### config.mk
export PLATFORM = sky130hd
export DESIGN_NAME = seq_divider_flat
export DESIGN_NICKNAME = d
export VERILOG_FILES = /design/src/rtl/seq_divider_if.sv /design/src/rtl/seq_divider.sv /design/src/flat_wrapper.sv
export SDC_FILE = /design/constraint.sdc
export NUM_CORES = 1
export LEC_CHECK = 0
export BUFFER_PORTS_ARGS = -buffer_cell sky130_fd_sc_hd__clkbuf_2
export CAP_MARGIN = 10
export CORE_MARGIN = 2
export CORE_UTILIZATION = 55
export CTS_BUF_LIST = sky130_fd_sc_hd__clkbuf_4
export CTS_CLUSTER_SIZE = 24
export DETAILED_ROUTE_END_ITERATION = 7
export PLACE_DENSITY = 0.73
export SLEW_MARGIN = 20
export SYNTH_ARGS = -nofsm -noshare
export SYNTH_HDL_FRONTEND = slang
export SYNTH_SLANG_ARGS = --single-unit
### constraint.sdc
create_clock -name Clk -period 6.3 [get_ports Clk]
set_input_delay 0.945 -clock Clk [delete_from_list [all_inputs] [get_ports Clk]]
set_output_delay 0.945 -clock Clk [all_outputs]
set_load 0.02 [all_outputs]
### src/rtl/seq_divider_if.sv
// Handshake and result bundle for the sequential restoring divider.
// The master drives the request; the slave (divider) returns the results.
interface seq_divider_if #(
   parameter int WIDTH = 16,
   parameter int CW    = $clog2(WIDTH + 1)
);
   logic             start;
   logic             is_signed;
   logic [WIDTH-1:0] DIVIDEND;
   logic [WIDTH-1:0] DIVIDER;
   logic [WIDTH-1:0] quotient;
   logic [WIDTH-1:0] remainder;
   logic             ready;
   logic             done;
   logic             div_by_zero;
   logic [CW-1:0]    count;

   modport master (
      output start, is_signed, DIVIDEND, DIVIDER,
      input  quotient, remainder, ready, done, div_by_zero, count
   );

   modport slave (
      input  start, is_signed, DIVIDEND, DIVIDER,
      output quotient, remainder, ready, done, div_by_zero, count
   );
endinterface

### src/rtl/seq_divider.sv
// Sequential restoring divider: one quotient bit per clock, signed or unsigned,
// with sign correction and divide-by-zero handling in a final FIX cycle.
module seq_divider #(
   parameter int WIDTH = 16,
   parameter int CW    = $clog2(WIDTH + 1)
) (
   input logic          Clk,
   input logic          Reset,
   seq_divider_if.slave bus
);

   typedef enum logic [1:0] {
      IDLE = 2'd0,
      RUN  = 2'd1,
      FIX  = 2'd2
   } state_t;

   state_t           state_r;
   logic [WIDTH-1:0] quo_r;
   logic [WIDTH-1:0] rem_r;
   logic [WIDTH-1:0] dvsr_r;
   logic [WIDTH-1:0] dividend_r;
   logic             q_neg_r;
   logic             r_neg_r;
   logic             zero_path_r;
   logic [CW-1:0]    count_r;
   logic [WIDTH-1:0] quotient_r;
   logic [WIDTH-1:0] remainder_r;
   logic             ready_r;
   logic             done_r;
   logic             dbz_r;

   logic             neg_a_s;
   logic             neg_b_s;
   logic [WIDTH:0]   shifted_s;
   logic [WIDTH+1:0] trial_s;
   logic             trial_ok_s;

   // Two's-complement magnitude; the most negative value maps onto itself,
   // which is exactly its unsigned magnitude.
   function automatic logic [WIDTH-1:0] mag_of(input logic [WIDTH-1:0] v,
                                                input logic             neg);
      if (neg) begin
         mag_of = ~v + WIDTH'(1);
      end else begin
         mag_of = v;
      end
   endfunction

   // Operand signs and the trial subtraction of one restoring step.
   always_comb begin
      neg_a_s    = bus.is_signed & bus.DIVIDEND[WIDTH-1];
      neg_b_s    = bus.is_signed & bus.DIVIDER[WIDTH-1];
      shifted_s  = {rem_r, quo_r[WIDTH-1]};
      trial_s    = {1'b0, shifted_s} - {2'b00, dvsr_r};
      trial_ok_s = ~trial_s[WIDTH+1];
   end

   // Control FSM with working and result registers.
   always_ff @(posedge Clk or posedge Reset) begin
      if (Reset) begin
         state_r     <= IDLE;
         quo_r       <= '0;
         rem_r       <= '0;
         dvsr_r      <= '0;
         dividend_r  <= '0;
         q_neg_r     <= 1'b0;
         r_neg_r     <= 1'b0;
         zero_path_r <= 1'b0;
         count_r     <= '0;
         quotient_r  <= '0;
         remainder_r <= '0;
         ready_r     <= 1'b1;
         done_r      <= 1'b0;
         dbz_r       <= 1'b0;
      end else begin
         case (state_r)
            IDLE: begin
               done_r <= 1'b0;
               dbz_r  <= 1'b0;
               if (bus.start) begin
                  dividend_r <= bus.DIVIDEND;
                  quo_r      <= mag_of(bus.DIVIDEND, neg_a_s);
                  dvsr_r     <= mag_of(bus.DIVIDER, neg_b_s);
                  rem_r      <= '0;
                  q_neg_r    <= neg_a_s ^ neg_b_s;
                  r_neg_r    <= neg_a_s;
                  ready_r    <= 1'b0;
                  if (bus.DIVIDER == '0) begin
                     zero_path_r <= 1'b1;
                     count_r     <= '0;
                     state_r     <= FIX;
                  end else begin
                     zero_path_r <= 1'b0;
                     count_r     <= CW'(WIDTH);
                     state_r     <= RUN;
                  end
               end else begin
                  state_r <= IDLE;
               end
            end
            RUN: begin
               if (trial_ok_s) begin
                  rem_r <= trial_s[WIDTH-1:0];
               end else begin
                  rem_r <= shifted_s[WIDTH-1:0];
               end
               quo_r   <= {quo_r[WIDTH-2:0], trial_ok_s};
               count_r <= count_r - CW'(1);
               if (count_r == CW'(1)) begin
                  state_r <= FIX;
               end else begin
                  state_r <= RUN;
               end
            end
            FIX: begin
               if (zero_path_r) begin
                  quotient_r  <= {WIDTH{1'b1}};
                  remainder_r <= dividend_r;
                  dbz_r       <= 1'b1;
               end else begin
                  quotient_r  <= mag_of(quo_r, q_neg_r);
                  remainder_r <= mag_of(rem_r, r_neg_r);
                  dbz_r       <= 1'b0;
               end
               done_r  <= 1'b1;
               ready_r <= 1'b1;
               count_r <= '0;
               state_r <= IDLE;
            end
            default: begin
               state_r <= IDLE;
               ready_r <= 1'b1;
               done_r  <= 1'b0;
               dbz_r   <= 1'b0;
               count_r <= '0;
            end
         endcase
      end
   end

   assign bus.quotient    = quotient_r;
   assign bus.remainder   = remainder_r;
   assign bus.ready       = ready_r;
   assign bus.done        = done_r;
   assign bus.div_by_zero = dbz_r;
   assign bus.count       = count_r;

endmodule

### src/flat_wrapper.sv
// flat-port wrapper written by rule: the top's interface ports become plain ports
module seq_divider_flat 
#(
   parameter int WIDTH = 16,
   parameter int CW    = $clog2(WIDTH + 1)
)
  (Clk, Reset, bus_start, bus_is_signed, bus_DIVIDEND, bus_DIVIDER, bus_quotient, bus_remainder, bus_ready, bus_done, bus_div_by_zero, bus_count);
  seq_divider_if #(.WIDTH(WIDTH), .CW(CW)) bus_i ();
  input logic Clk;
  input logic Reset;
  input wire logic [$bits(bus_i.start)-1:0] bus_start;
  input wire logic [$bits(bus_i.is_signed)-1:0] bus_is_signed;
  input wire logic [$bits(bus_i.DIVIDEND)-1:0] bus_DIVIDEND;
  input wire logic [$bits(bus_i.DIVIDER)-1:0] bus_DIVIDER;
  output wire logic [$bits(bus_i.quotient)-1:0] bus_quotient;
  output wire logic [$bits(bus_i.remainder)-1:0] bus_remainder;
  output wire logic [$bits(bus_i.ready)-1:0] bus_ready;
  output wire logic [$bits(bus_i.done)-1:0] bus_done;
  output wire logic [$bits(bus_i.div_by_zero)-1:0] bus_div_by_zero;
  output wire logic [$bits(bus_i.count)-1:0] bus_count;
  assign bus_i.start = bus_start;
  assign bus_i.is_signed = bus_is_signed;
  assign bus_i.DIVIDEND = bus_DIVIDEND;
  assign bus_i.DIVIDER = bus_DIVIDER;
  assign bus_quotient = bus_i.quotient;
  assign bus_remainder = bus_i.remainder;
  assign bus_ready = bus_i.ready;
  assign bus_done = bus_i.done;
  assign bus_div_by_zero = bus_i.div_by_zero;
  assign bus_count = bus_i.count;
  seq_divider #(.WIDTH(WIDTH), .CW(CW)) u_core (.Clk(Clk), .Reset(Reset), .bus(bus_i));
endmodule
After elaboration in Yosys (flattened, before gate mapping)
Cells that the tools add are included.

cells by class
  add/sub/neg operators = 6
  equality and inequality tests = 4
  muxes and demuxes = 24
  bitwise logic cells = 9
  reductions and logical operators = 6

operator list
  kind                     count
  $mux W16                 9
  $add A16 B1 Y16 const B  4
  $not A16 Y16             4
  $pmux W16 S2             2
  $sub A17 B16 Y18         1
  $logic_not A16 Y1        1
  $mux W5                  2
  $pmux W5 S2              1
  $mux W2                  3
  $pmux W1 S2              3
  $reduce_and A2 Y1        3
  $eq A5 B1 Y1 const B     1
  $sub A5 B1 Y5 const B    1
  $pmux W2 S2              1
  $mux W1                  3
  $and A1 B1 Y1            2
  $eq A2 B1 Y1 const B     1
  $eq A2 B2 Y1 const B     1
  $logic_not A2 Y1         1
  $ne A2 B2 Y1 const B     1
  $not A1 Y1               2
  $reduce_bool A2 Y1       1
  $xor A1 B1 Y1            1

word-level totals
  flip-flop bits (word level) = 109
  input bits = 36
  word-level logic and storage cells = 63

Longest topological paths before layout
Gate-level depths: netlist of run 1.

  depth after elaboration = 5
  mapped depth = 10
  gate-level depth less buffers = 10

Worst setup path before layout of run 1
No wires, ideal clock.

  path kind = input -> register
  from = input port bus_DIVIDEND[4]
  to = register u_core.quo_r[13]
  library setup time = 133 ps
  arrival = 2,267 ps
  data required time = 6,167 ps
  slack = 3,900 ps
  cell stages on the path = 6
  cells stage by stage = or3_1 -> nor4b_2 -> nand2_1 -> o31ai_1 -> xor2_1 -> o21ai_0

on the way
  cells in the longest elaborated chain, start to end = 5

ends and longest elaborated chain
  what                  line                text
  from (decl)           flat_wrapper.sv:13  input wire logic [$bits(bus_i.DIVIDEND)-1:0] bus_DIVIDEND;
  $not A16 Y16          seq_divider.sv:44   mag_of = ~v + WIDTH'(1);
  $add A16 B1 Y16       seq_divider.sv:44
  $mux W16              seq_divider.sv:43   if (neg) begin
  $mux W16              seq_divider.sv:81   if (bus.start) begin
  $pmux W16 S2          seq_divider.sv:77   case (state_r)
  to (signal assigned)  seq_divider.sv:83   quo_r <= mag_of(bus.DIVIDEND, neg_a_s);
  to (signal assigned)  seq_divider.sv:108  quo_r <= {quo_r[WIDTH-2:0], trial_ok_s};
  to (decl)             seq_divider.sv:19   logic [WIDTH-1:0] quo_r;

Every way passes these cells. The select of a mux whose other input is x is not followed.
A chain may end at the register's enable or synchronous reset.

Worst setup path in the final report of run 1
  from = register u_core.rem_r[3]
  to = register u_core.rem_r[5]

on the way
  cells in the longest elaborated chain, start to end = 3

ends and longest elaborated chain
  what                    line                text
  from (decl)             seq_divider.sv:20   logic [WIDTH-1:0] rem_r;
  from (signal assigned)  seq_divider.sv:104  rem_r <= trial_s[WIDTH-1:0];
  from (signal assigned)  seq_divider.sv:106  rem_r <= shifted_s[WIDTH-1:0];
  $sub A17 B16 Y18        seq_divider.sv:55   trial_s = {1'b0, shifted_s} - {2'b00, dvsr_r};
  $mux W16                seq_divider.sv:103  if (trial_ok_s) begin
  $pmux W16 S2            seq_divider.sv:77

Every way passes these cells.

==> results_dict.tcl, run 1 <==
set metrics [dict create \
    ir_worst_vdd_uv 251 \
    dpl.hpwl_um 12900 \
    grt_util_all_layers 0.271 \
    grt_antenna_before_repair 0 \
    clk_transition_reported_paths_ns 0.18 \
    post_cts_hold_buffer_count 0 \
    finClkSkew_ns 0.0236 \
    slew_violations 0 \
    global_route.peak_usage_layer "met2" \
    grtUsageMet2 0.466 \
    leakage_uw 0.00332 \
    clockPowerShare 0.093 \
    cts.htree.levels 3 \
    number_of_warnings_printed_during_yosys_synthesis 0 \
    final_cell_mix "129 x nand2_1, 107 x dfrtp_1, 75 x clkbuf_2" \
    period_minus_slack_ns 3.02 \
    timing.critical_path.buf_inv 0 \
    drive_above_1_share 0.149 \
    synth_cell_type_count 63 \
    finish.net_count 878 \
    number_of_violations_of_the_max_capacitance_limit 0 \
    layout-area-overhead-vs-synth_pct 8.50 \
    initialDrtViolationCount 540 \
    pre_cts_ws_ns 3.38 \
    internal_power_consumption_uw 2110 \
    pin_count_of_the_biggest_net_entering_global_routing 83 \
    first_global_vias 5617 \
    io_buffer_count 75 \
    synthDominantCellAreaShare 0.405 \
    die-width_um 114 \
    utilization 0.607 \
    layout.cell_area.non_filler_mm2 0.00723 \
    required_ns 6.66 \
    period_share 0.479 \
    critical_path_cell_count 7 \
    hp-class "input port to asynchronous set/reset pin" \
    post_dp_cell_area_mm2 0.00708 \
    crit_chain "ha_1, o211ai_1, a21oi_1, o21ai_1, a31oi_4, or2_0, o211ai_1" \
    crit_path_start_kind "flop" \
    cp-end-kind "flop" \
    rows 40 \
    detail_route.first_pass.iterations 5 \
    report.power.total_uw 4110 \
    power_switching_share 0.487 \
    cpPeakStageDelay_ns 0.72 \
    postCtsSetupBuffers 0 \
    layout.cells.most_common "nand2_1" \
    worst_path_most_repeated_cell "o211ai_1" \
    postSynthRegisterBits 109 \
    clock_sink_count 109 \
    netlist.top_cell.by_area "dfrtp_1" \
    ys_seq_area_frac 0.409 \
    tightestPinTransition_ns 0.925 \
    grt.overflow.total 0 \
    most_area_consuming_cells_after_synthesis "dfrtp_1 41%, nand2_1 7.3%, o21ai_0 4.6%" \
    overall_die_area_mm2 0.0130 \
    routed_via_density 5.89 \
    postCtsResizedCells 0 \
    power.share.combinational 0.569 \
    run_status "completed" \
    setup_viol_count_final 0 \
    synthesis.nets 828 \
    fillers 1094 \
    cts.root.buffer_cell "clkbuf_4" \
    worstPathArrival_ns 3.38 \
    routed_wire_length_per_instance_um 17.5 \
    insertion_delay_ns 0.50 \
    timing_hold_violations_final 0 \
    least_setup_slack_across_all_paths_after_layout_ns 3.28 \
    path_delay_family "compound AO/OA/AOI/OAI gates" \
    crit_path_max_fanout 18 \
    max_freq_mhz 332 \
    pwr_density_cell_mw_per_mm2 568 \
    cts_inserted_buffers 9 \
    grt_setup_unrepaired "no" \
    grtUsageMet3 0.0307 \
    timing.setup.critical_path_class "flop to flop" \
    worst_r2r_path_depth 7 \
    met1_resource_use_gr 0.350 \
    synth_area_mm2 0.00667 \
    boundaryPins 76 \
    route.vias.total 5720 \
    floorplan.die.height_um 114 \
    number_of_diodes_added_for_antenna_fixing 0 \
    final_antenna_net_count 0 \
    global_route_wire_length_before_repair_um 27800 \
    setup-tns-final_ns 0 \
    cts_buffer_depth 2 \
    timing.max_slew.rel_slack 0.383 \
    synth_area_per_cell_um2 8.67 \
    asyncSetResetFlopFracSynth 1.00 \
    globalplace.congestion 0.993 \
    edff_count_synth 0 \
    sw_pwr_uw 2000 \
    clock_tree_from_tritoncts "yes" \
    ys_dominant_reg_cell "dfrtp_1" \
    post_synth_inst_count 769 \
    finalWirelength_um 17000 \
    cp_max_stage_cell "or2_0" \
    start_util 0.560 \
    power_share_of_the_sequential_group 0.339 \
    drt_drc_violations_left 0 \
    core_area_mm2 0.0119 \
]
Yosys cell counts, types with 13 or more instances:
cell,count
nand2_1,129
dfrtp_1,108
o21ai_0,61
nor2_1,57
a21oi_1,53
inv_1,35
xor2_1,34
xnor2_1,32
clkbuf_1,31
ha_1,22
o211ai_1,13
o21ai_1,13
kinds of logic after synthesis:
kind of cell,after synthesis,synth area share
mux,10,0.0150
simple gates,266,0.184
compound gates,220,0.214
xor+xnor,66,0.0867
fa+ha+maj,23,0.0443
flops,109,0.409
buf+inv,75,0.0466
state kept, by name, summed over array words and instances, names as in the netlist:
signal,cells
u_core.rem_r,16
u_core.bus.div_by_zero,1
u_core.dvsr_r,16
u_core.bus.ready,1
u_core.bus.done,1
u_core.bus.quotient,16
u_core.state_r,2
u_core.quo_r,16
u_core.q_neg_r,1
u_core.zero_path_r,1
u_core.dividend_r,16
u_core.bus.count,5
u_core.bus.remainder,16
u_core.r_neg_r,1
layout make-up:
type / count / area (µm²) / area share
timing repair buffer: 79 / 409 / 0.0566
clock inverter: 6 / 68.8 / 0.00952
inverter: 35 / 134 / 0.0185
clock buffer: 10 / 75.1 / 0.0104
sequential: 109 / 2730 / 0.378
multi-input combinational: 585 / 3630 / 0.502
tap: 147 / 184 / 0.0254
power groups by stage:
stage / Clock [µW] / Sequential, µW / Combinational (µW)
4_1_cts: 385 / 1390 / 2340
3_5_place_dp: 0 / 1400 / 2330
2_1_floorplan: 0 / 1420 / 1690
6_report: 381 / 1390 / 2340
5_1_grt: 411 / 1440 / 2600
3_3_place_gp: 0 / 1380 / 2270
layer usage:
layer,up-vias,share of wire
li1,2789,-
met1,2760,0.44
met2,142,0.50
met3,29,0.033
met4,0,0.025
met5,-,0
path summary, 6_finish.rpt:
| kind | startpoint | to | slack, ns |
|---|---|---|---|
| setup / recovery | u_core.rem_r[3]$_DFFE_PP0P_ | u_core.rem_r[5]$_DFFE_PP0P_ | 3.28 |
| hold / removal | Reset | u_core.dvsr_r[9]$_DFFE_PP0P_ | 0.39 |
| setup reg to reg | u_core.rem_r[3]$_DFFE_PP0P_ | u_core.rem_r[5]$_DFFE_PP0P_ | 3.28 |
| hold reg to reg | u_core.bus.quotient[15]$_DFFE_PP0P_ | u_core.bus.quotient[15]$_DFFE_PP0P_ | 0.49 |
| max in group asynchronous | Reset | u_core.bus.quotient[0]$_DFFE_PP0P_ | 4.87 |
| min in group Clk | u_core.bus.quotient[15]$_DFFE_PP0P_ | u_core.bus.quotient[15]$_DFFE_PP0P_ | 0.49 |
stage by stage:
step           std cells  hold slack [ns]
3_3_place_gp         955            0.454
2_1_floorplan        769            0.437
6_report             971            0.387
4_1_cts              971            0.383
5_1_grt              971            0.407
3_5_place_dp         955            0.457
(Power assumes the default switching activity.)
==> inputs of run 2 (changes only) <==
--- a/config.mk
+++ b/config.mk
@@ -12,7 +12,7 @@
 export CTS_BUF_LIST = sky130_fd_sc_hd__clkbuf_4
 export CTS_CLUSTER_SIZE = 24
 export DETAILED_ROUTE_END_ITERATION = 7
-export PLACE_DENSITY = 0.73
+export PLACE_DENSITY = 0.76
 export SLEW_MARGIN = 20
 export SYNTH_ARGS = -nofsm -noshare
 export SYNTH_HDL_FRONTEND = slang
==> constraint.sdc (replaced) <==
create_clock -name Clk -period 2.5 [get_ports Clk]
set_input_delay 0.375 -clock Clk [delete_from_list [all_inputs] [get_ports Clk]]
set_output_delay 0.375 -clock Clk [all_outputs]
set_load 0.02 [all_outputs]
==> run 2 against run 1 <==
Critical path type unchanged; sequential share of layout area is 1.6 points lower; critical endpoint is now u_core.rem_r[9]$_DFFE_PP0P_; via count rose by 4.5%; critical path depth increased by 1.
==> results_dict.tcl, run 2 (synthesis gave the netlist of run 1 again) <==
set metrics [dict create \
    hp-class "input port to asynchronous set/reset pin" \
    worst_r2r_path_depth 8 \
    initialDrtViolationCount 415 \
    finClkSkew_ns 0.0167 \
    path_delay_family "compound AO/OA/AOI/OAI gates" \
    final_antenna_net_count 0 \
    timing_hold_violations_final 0 \
    grt_setup_unrepaired "yes" \
    clock_tree_from_tritoncts "yes" \
    met1_resource_use_gr 0.363 \
    rows 40 \
    setup-tns-final_ns 0 \
    overall_die_area_mm2 0.0130 \
    insertion_delay_ns 0.52 \
    grtUsageMet3 0.0540 \
    drive_above_1_share 0.188 \
    place.detailed.instances 988 \
    fillers 1014 \
    cts_buffer_depth 2 \
    timing.max_slew.rel_slack 0.414 \
    die-width_um 114 \
    grt_util_all_layers 0.280 \
    worst_path_most_repeated_cell "a21o_1" \
    grtUsageMet2 0.458 \
    first_global_vias 5745 \
    cp_max_stage_cell "a2111oi_1" \
    critical_path_cell_count 8 \
    setup_viol_count_final 0 \
    cts.root.buffer_cell "clkbuf_4" \
    timing.setup.critical_path_class "flop to flop" \
    io_buffer_count 75 \
    floorplan.die.height_um 114 \
    number_of_violations_of_the_max_capacitance_limit 0 \
    boundaryPins 76 \
    layout.cell_area.non_filler_mm2 0.00755 \
    global_route_wire_length_before_repair_um 28600 \
    grt.overflow.total 0 \
    worstPathArrival_ns 2.94 \
    drt_drc_violations_left 0 \
    regToRegStartpoint "u_core.rem_r[2]$_DFFE_PP0P_" \
    core_area_mm2 0.0119 \
    globalplace.congestion 0.986 \
    routed_wire_length_per_instance_um 17.2 \
    worst_setup_startpoint "u_core.rem_r[2]$_DFFE_PP0P_" \
    detail_route.first_pass.iterations 5 \
    finish.net_count 912 \
    pin_count_of_the_biggest_net_entering_global_routing 57 \
    run_status "completed" \
    finalWirelength_um 17300 \
    routed_via_density 5.94 \
    ir_worst_vdd_uv 756 \
    clk_transition_reported_paths_ns 0.19 \
    dpl.hpwl_um 13300 \
    crit_path_max_fanout 4 \
    global_route.peak_usage_layer "met2" \
    cts.htree.levels 3 \
    clock_sink_count 109 \
    route.vias.total 5975 \
    grt_antenna_before_repair 1 \
    pwr_density_cell_mw_per_mm2 1450 \
    layout.cells.most_common "nand2_1" \
    start_util 0.560 \
    timing.critical_path.buf_inv 1 \
    max_freq_mhz 404 \
    layoutNonFillerInstCount 1006 \
    leakage_uw 0.00350 \
    crit_chain "ha_1, o211ai_1, a21o_1, a21o_1, o211a_1, a2111oi_1, buf_4, a221o_1" \
    period_minus_slack_ns 2.47 \
    cpPeakStageDelay_ns 0.53 \
    required_ns 2.97 \
    post_dp_cell_area_mm2 0.00737 \
    final_cell_mix "129 x nand2_1, 108 x dfrtp_1, 75 x clkbuf_2" \
    crit_path_start_kind "flop" \
    cts_inserted_buffers 9 \
    slew_violations 0 \
    tightestPinTransition_ns 0.878 \
    period_share 0.990 \
    report.power.total_uw 10900 \
    layout-area-overhead-vs-synth_pct 13.3 \
    cp-end-kind "flop" \
]
## run 2: cell types whose count changed in the layout (fill, tap and decap cells not counted), moves of 2 or more
cell      delta
clkinv_4     +2
ha_1         -2
buf_4       +32
buf_12       +3
ha_2         +2
## run 2: routing by layer
metal | wire length [µm] | vias up
met3 | 925 | 33
met1 | 7520 | 2895
met4 | 518 | 0
met5 | 0 | -
met2 | 8380 | 179
li1 | - | 2868
## run 2: metrics by stage
stage	hold slack [ns]	setup WS [ns]	utilization
2_1_floorplan	0.437	0.109	-
3_3_place_gp	0.453	0.0697	0.618
3_5_place_dp	0.462	-0.0350	0.618
4_1_cts	0.0177	0.0295	0.632
5_1_grt	0.0492	-0.0755	0.634
6_report	0.00310	0.0257	0.634
## run 2: timing repair
item | CTS | global route
hold buffers | 0 | 0
pin swaps | 0 | 4
resized for setup | 2 | 6
endpoints found under the setup margin | 2 | 5
buffers inserted | 0 | 1
## run 2: final cells by class
class                           count  area [µm²]  share of cell area
Antenna cell                        1        2.50            0.000331
Tap cell                          147         184              0.0243
Inverter                           35         135              0.0179
Clock buffer                        9        67.6             0.00894
Multi-Input combinational cell    585        3660               0.484
Sequential cell                   109        2730               0.361
Clock inverter                      7        80.1              0.0106
Timing Repair Buffer              113         698              0.0924
## run 2: power breakdown
part / switching [µW] / internal [µW]
registers: 782 / 2610
logic: 3750 / 2820
clock network: 643 / 320
## run 2: final timing paths
kind                                                       endpoint  slack, ns
worst max register to register          u_core.rem_r[9]$_DFFE_PP0P_       0.03
max in group asynchronous               u_core.quo_r[1]$_DFFE_PP0P_       1.82
worst min register to register  u_core.bus.quotient[14]$_DFFE_PP0P_       0.49
min in group Clk                   u_core.dividend_r[4]$_DFFE_PP0P_       0.15
worst min-delay path                  u_core.dvsr_r[11]$_DFFE_PP0P_      0.003
worst max-delay path                    u_core.rem_r[9]$_DFFE_PP0P_       0.03
==> inputs of run 3 (changes only) <==
==> constraint.sdc (replaced) <==
create_clock -name Clk -period 2 [get_ports Clk]
set_input_delay 0.3 -clock Clk [delete_from_list [all_inputs] [get_ports Clk]]
set_output_delay 0.3 -clock Clk [all_outputs]
set_load 0.02 [all_outputs]
==> run 3 against run 2 <==
The flow now finishes with violations (negative setup slack); non-clock buffer count increased by 75; register-to-register slack lost 0.29 ns; combinational power up 58%; sequential share of layout area down 3.7 points; worst setup slack lost 0.29 ns; critical path depth rose by 2; worst hold slack better by 0.089 ns; via count up 4.8%; clock skew decreased by 0.00099 ns; critical path type unchanged; critical endpoint is now u_core.rem_r[6]$_DFFE_PP0P_; largest power group unchanged; highest routed layer unchanged.
==> results_dict.tcl, run 3 (synthesis gave the netlist of run 1 again) <==
set metrics [dict create \
    rrSetupSlack_ns -0.27 \
    critical_path_cell_count 10 \
    grt.overflow.total 0 \
    clock_sink_count 109 \
    layout-area-overhead-vs-synth_pct 26.4 \
    start_util 0.560 \
    setup_viol_count_final 23 \
    hold_end "u_core.dividend_r[1]$_DFFE_PP0P_" \
    crit_path_start_kind "flop" \
    cts_inserted_buffers 9 \
    worst_r2r_path_depth 10 \
    worst_path_most_repeated_cell "inv_2" \
    initialDrtViolationCount 452 \
    ir_worst_vdd_uv 1330 \
    finClkSkew_ns 0.0157 \
    grt_setup_unrepaired "yes" \
    cp-end-kind "flop" \
    core_area_mm2 0.0119 \
    tightestPinTransition_ns 0.797 \
    period_minus_slack_ns 2.27 \
    timing_hold_violations_final 0 \
    drt_drc_violations_left 0 \
    multi_input_comb_area_mm2 0.00396 \
    fillers 934 \
    path_delay_family "compound AO/OA/AOI/OAI gates" \
    hold_path_depth 3 \
    holdCritStartpoint "bus_DIVIDEND[1]" \
    floorplan.die.height_um 114 \
    max_freq_mhz 441 \
    grt_antenna_before_repair 0 \
    rr_endpoint "u_core.rem_r[6]$_DFFE_PP0P_" \
    cpPeakStageDelay_ns 0.42 \
    required_ns 2.40 \
    worstPathArrival_ns 2.67 \
    cts.htree.levels 3 \
    timing.max_slew.rel_slack 0.469 \
    clock_tree_from_tritoncts "yes" \
    violations_in_the_final_reports "negative setup slack" \
    globalplace.congestion 0.968 \
    final_antenna_net_count 0 \
    number_of_diodes_added_for_antenna_fixing 0 \
    drive_above_1_share 0.293 \
    insertion_delay_ns 0.49 \
    least_setup_slack_across_all_paths_after_layout_ns -0.268 \
    run_status "finished, violations left" \
    crit_chain "inv_2, ha_4, inv_2, fa_2, a21o_1, a221oi_2, buf_4, xor2_1, nor2_1, a221o_2" \
    boundaryPins 76 \
    layout.area.seq_mm2 0.00273 \
    route.vias.total 6263 \
    regToRegStartpoint "u_core.quo_r[15]$_DFFE_PP0P_" \
    first_global_vias 6159 \
    final_cell_mix "129 x nand2_1, 104 x dfrtp_1, 103 x buf_4" \
    report.power.total_uw 15600 \
    routed_wire_length_per_instance_um 16.9 \
    grt_util_all_layers 0.285 \
    io_buffer_count 75 \
    dpl.hpwl_um 13600 \
    number_of_violations_of_the_max_capacitance_limit 0 \
    crit_path_max_fanout 2 \
    pin_count_of_the_biggest_net_entering_global_routing 110 \
    clk_transition_reported_paths_ns 0.18 \
    global_route_wire_length_before_repair_um 29400 \
    timing.setup.critical_path_class "flop to flop" \
    leakage_uw 0.00389 \
    routed_via_density 5.80 \
    finalWirelength_um 18200 \
    period_share 1.13 \
    rows 40 \
    slew_violations 0 \
    pwr_density_cell_mw_per_mm2 1850 \
    layout.cells.most_common "nand2_1" \
    die-width_um 114 \
    hp-class "input port to flop" \
    cts.root.buffer_cell "clkbuf_4" \
    finish.net_count 987 \
    cts_buffer_depth 2 \
    overall_die_area_mm2 0.0130 \
    setup-tns-final_ns -3.71 \
    detail_route.first_pass.iterations 5 \
    timing.critical_path.buf_inv 3 \
    cp_max_stage_cell "dfrtp_1" \
]
==> run 3: final cells by class <==
type | instances | area share
well taps | 147 | 0.0218
multi-input cells | 585 | 0.470
repair buffers | 188 | 0.154
clock inverters | 7 | 0.00579
clock buffers | 9 | 0.00802
flip-flops and latches | 109 | 0.325
inverters | 35 | 0.0160
==> run 3: timing repair <==
item,CTS,global route
hold endpoints to repair,108,0
pin swaps,10,14
hold buffers,1,0
resized for setup,19,29
endpoints found under the setup margin,23,31
buffers inserted,3,8
==> run 3: worst max-delay path by stage <==
stage | slack [ns] | start | endpoint
after floorplan | -0.22 | u_core.quo_r[15]$_DFFE_PP0P_ | u_core.rem_r[14]$_DFFE_PP0P_
after global placement | -0.41 | u_core.dvsr_r[1]$_DFFE_PP0P_ | u_core.rem_r[9]$_DFFE_PP0P_
after detailed placement | -0.44 | u_core.dvsr_r[1]$_DFFE_PP0P_ | u_core.rem_r[9]$_DFFE_PP0P_
after CTS | -0.24 | u_core.quo_r[15]$_DFFE_PP0P_ | u_core.rem_r[12]$_DFFE_PP0P_
after global routing | -0.39 | u_core.quo_r[15]$_DFFE_PP0P_ | u_core.rem_r[14]$_DFFE_PP0P_
final | -0.27 | u_core.quo_r[15]$_DFFE_PP0P_ | u_core.rem_r[6]$_DFFE_PP0P_
==> run 3: worst reg2reg max path: cells and delay by family, from the launching register on <==
kind	cells	cell delay, ns
AO/OA/AOI/OAI	3	0.83
XOR/XNOR	1	0.13
flip-flops	1	0.42
AND/OR/NAND/NOR	1	0.05
adder cells (fa/ha/maj)	2	0.47
buffers and inverters	3	0.28
==> run 3: per-layer routing <==
layer | wire [µm] | part of all wire | track usage | vias to the layer above
met5 | 0 | 0 | 0 | -
met4 | 724 | 0.040 | 0.137 | 0
met3 | 939 | 0.052 | 0.0344 | 50
met2 | 9250 | 0.51 | 0.505 | 212
met1 | 7320 | 0.40 | 0.344 | 3003
li1 | - | - | - | 2998
==> run 3: stage by stage <==
stage | cell area, µm² | setup slack [ns] | util | hold slack, ns | cells
3_5_place_dp | 8000 | -0.441 | 0.672 | 0.457 | 1052
2_1_floorplan | 6810 | -0.225 | - | 0.405 | 769
4_1_cts | 8230 | -0.242 | 0.691 | 0.0821 | 1072
3_3_place_gp | 8000 | -0.411 | 0.672 | 0.453 | 1052
5_1_grt | 8420 | -0.393 | 0.707 | 0.0950 | 1080
6_report | 8420 | -0.268 | 0.707 | 0.0925 | 1080
==> run 3: power by group <==
part / switching (µW) / internal, µW / total, µW
Clock: 782 / 258 / 1040
Combinational: 5400 / 4960 / 10400
Sequential: 948 / 3270 / 4220
Total: 7130 / 8490 / 15600
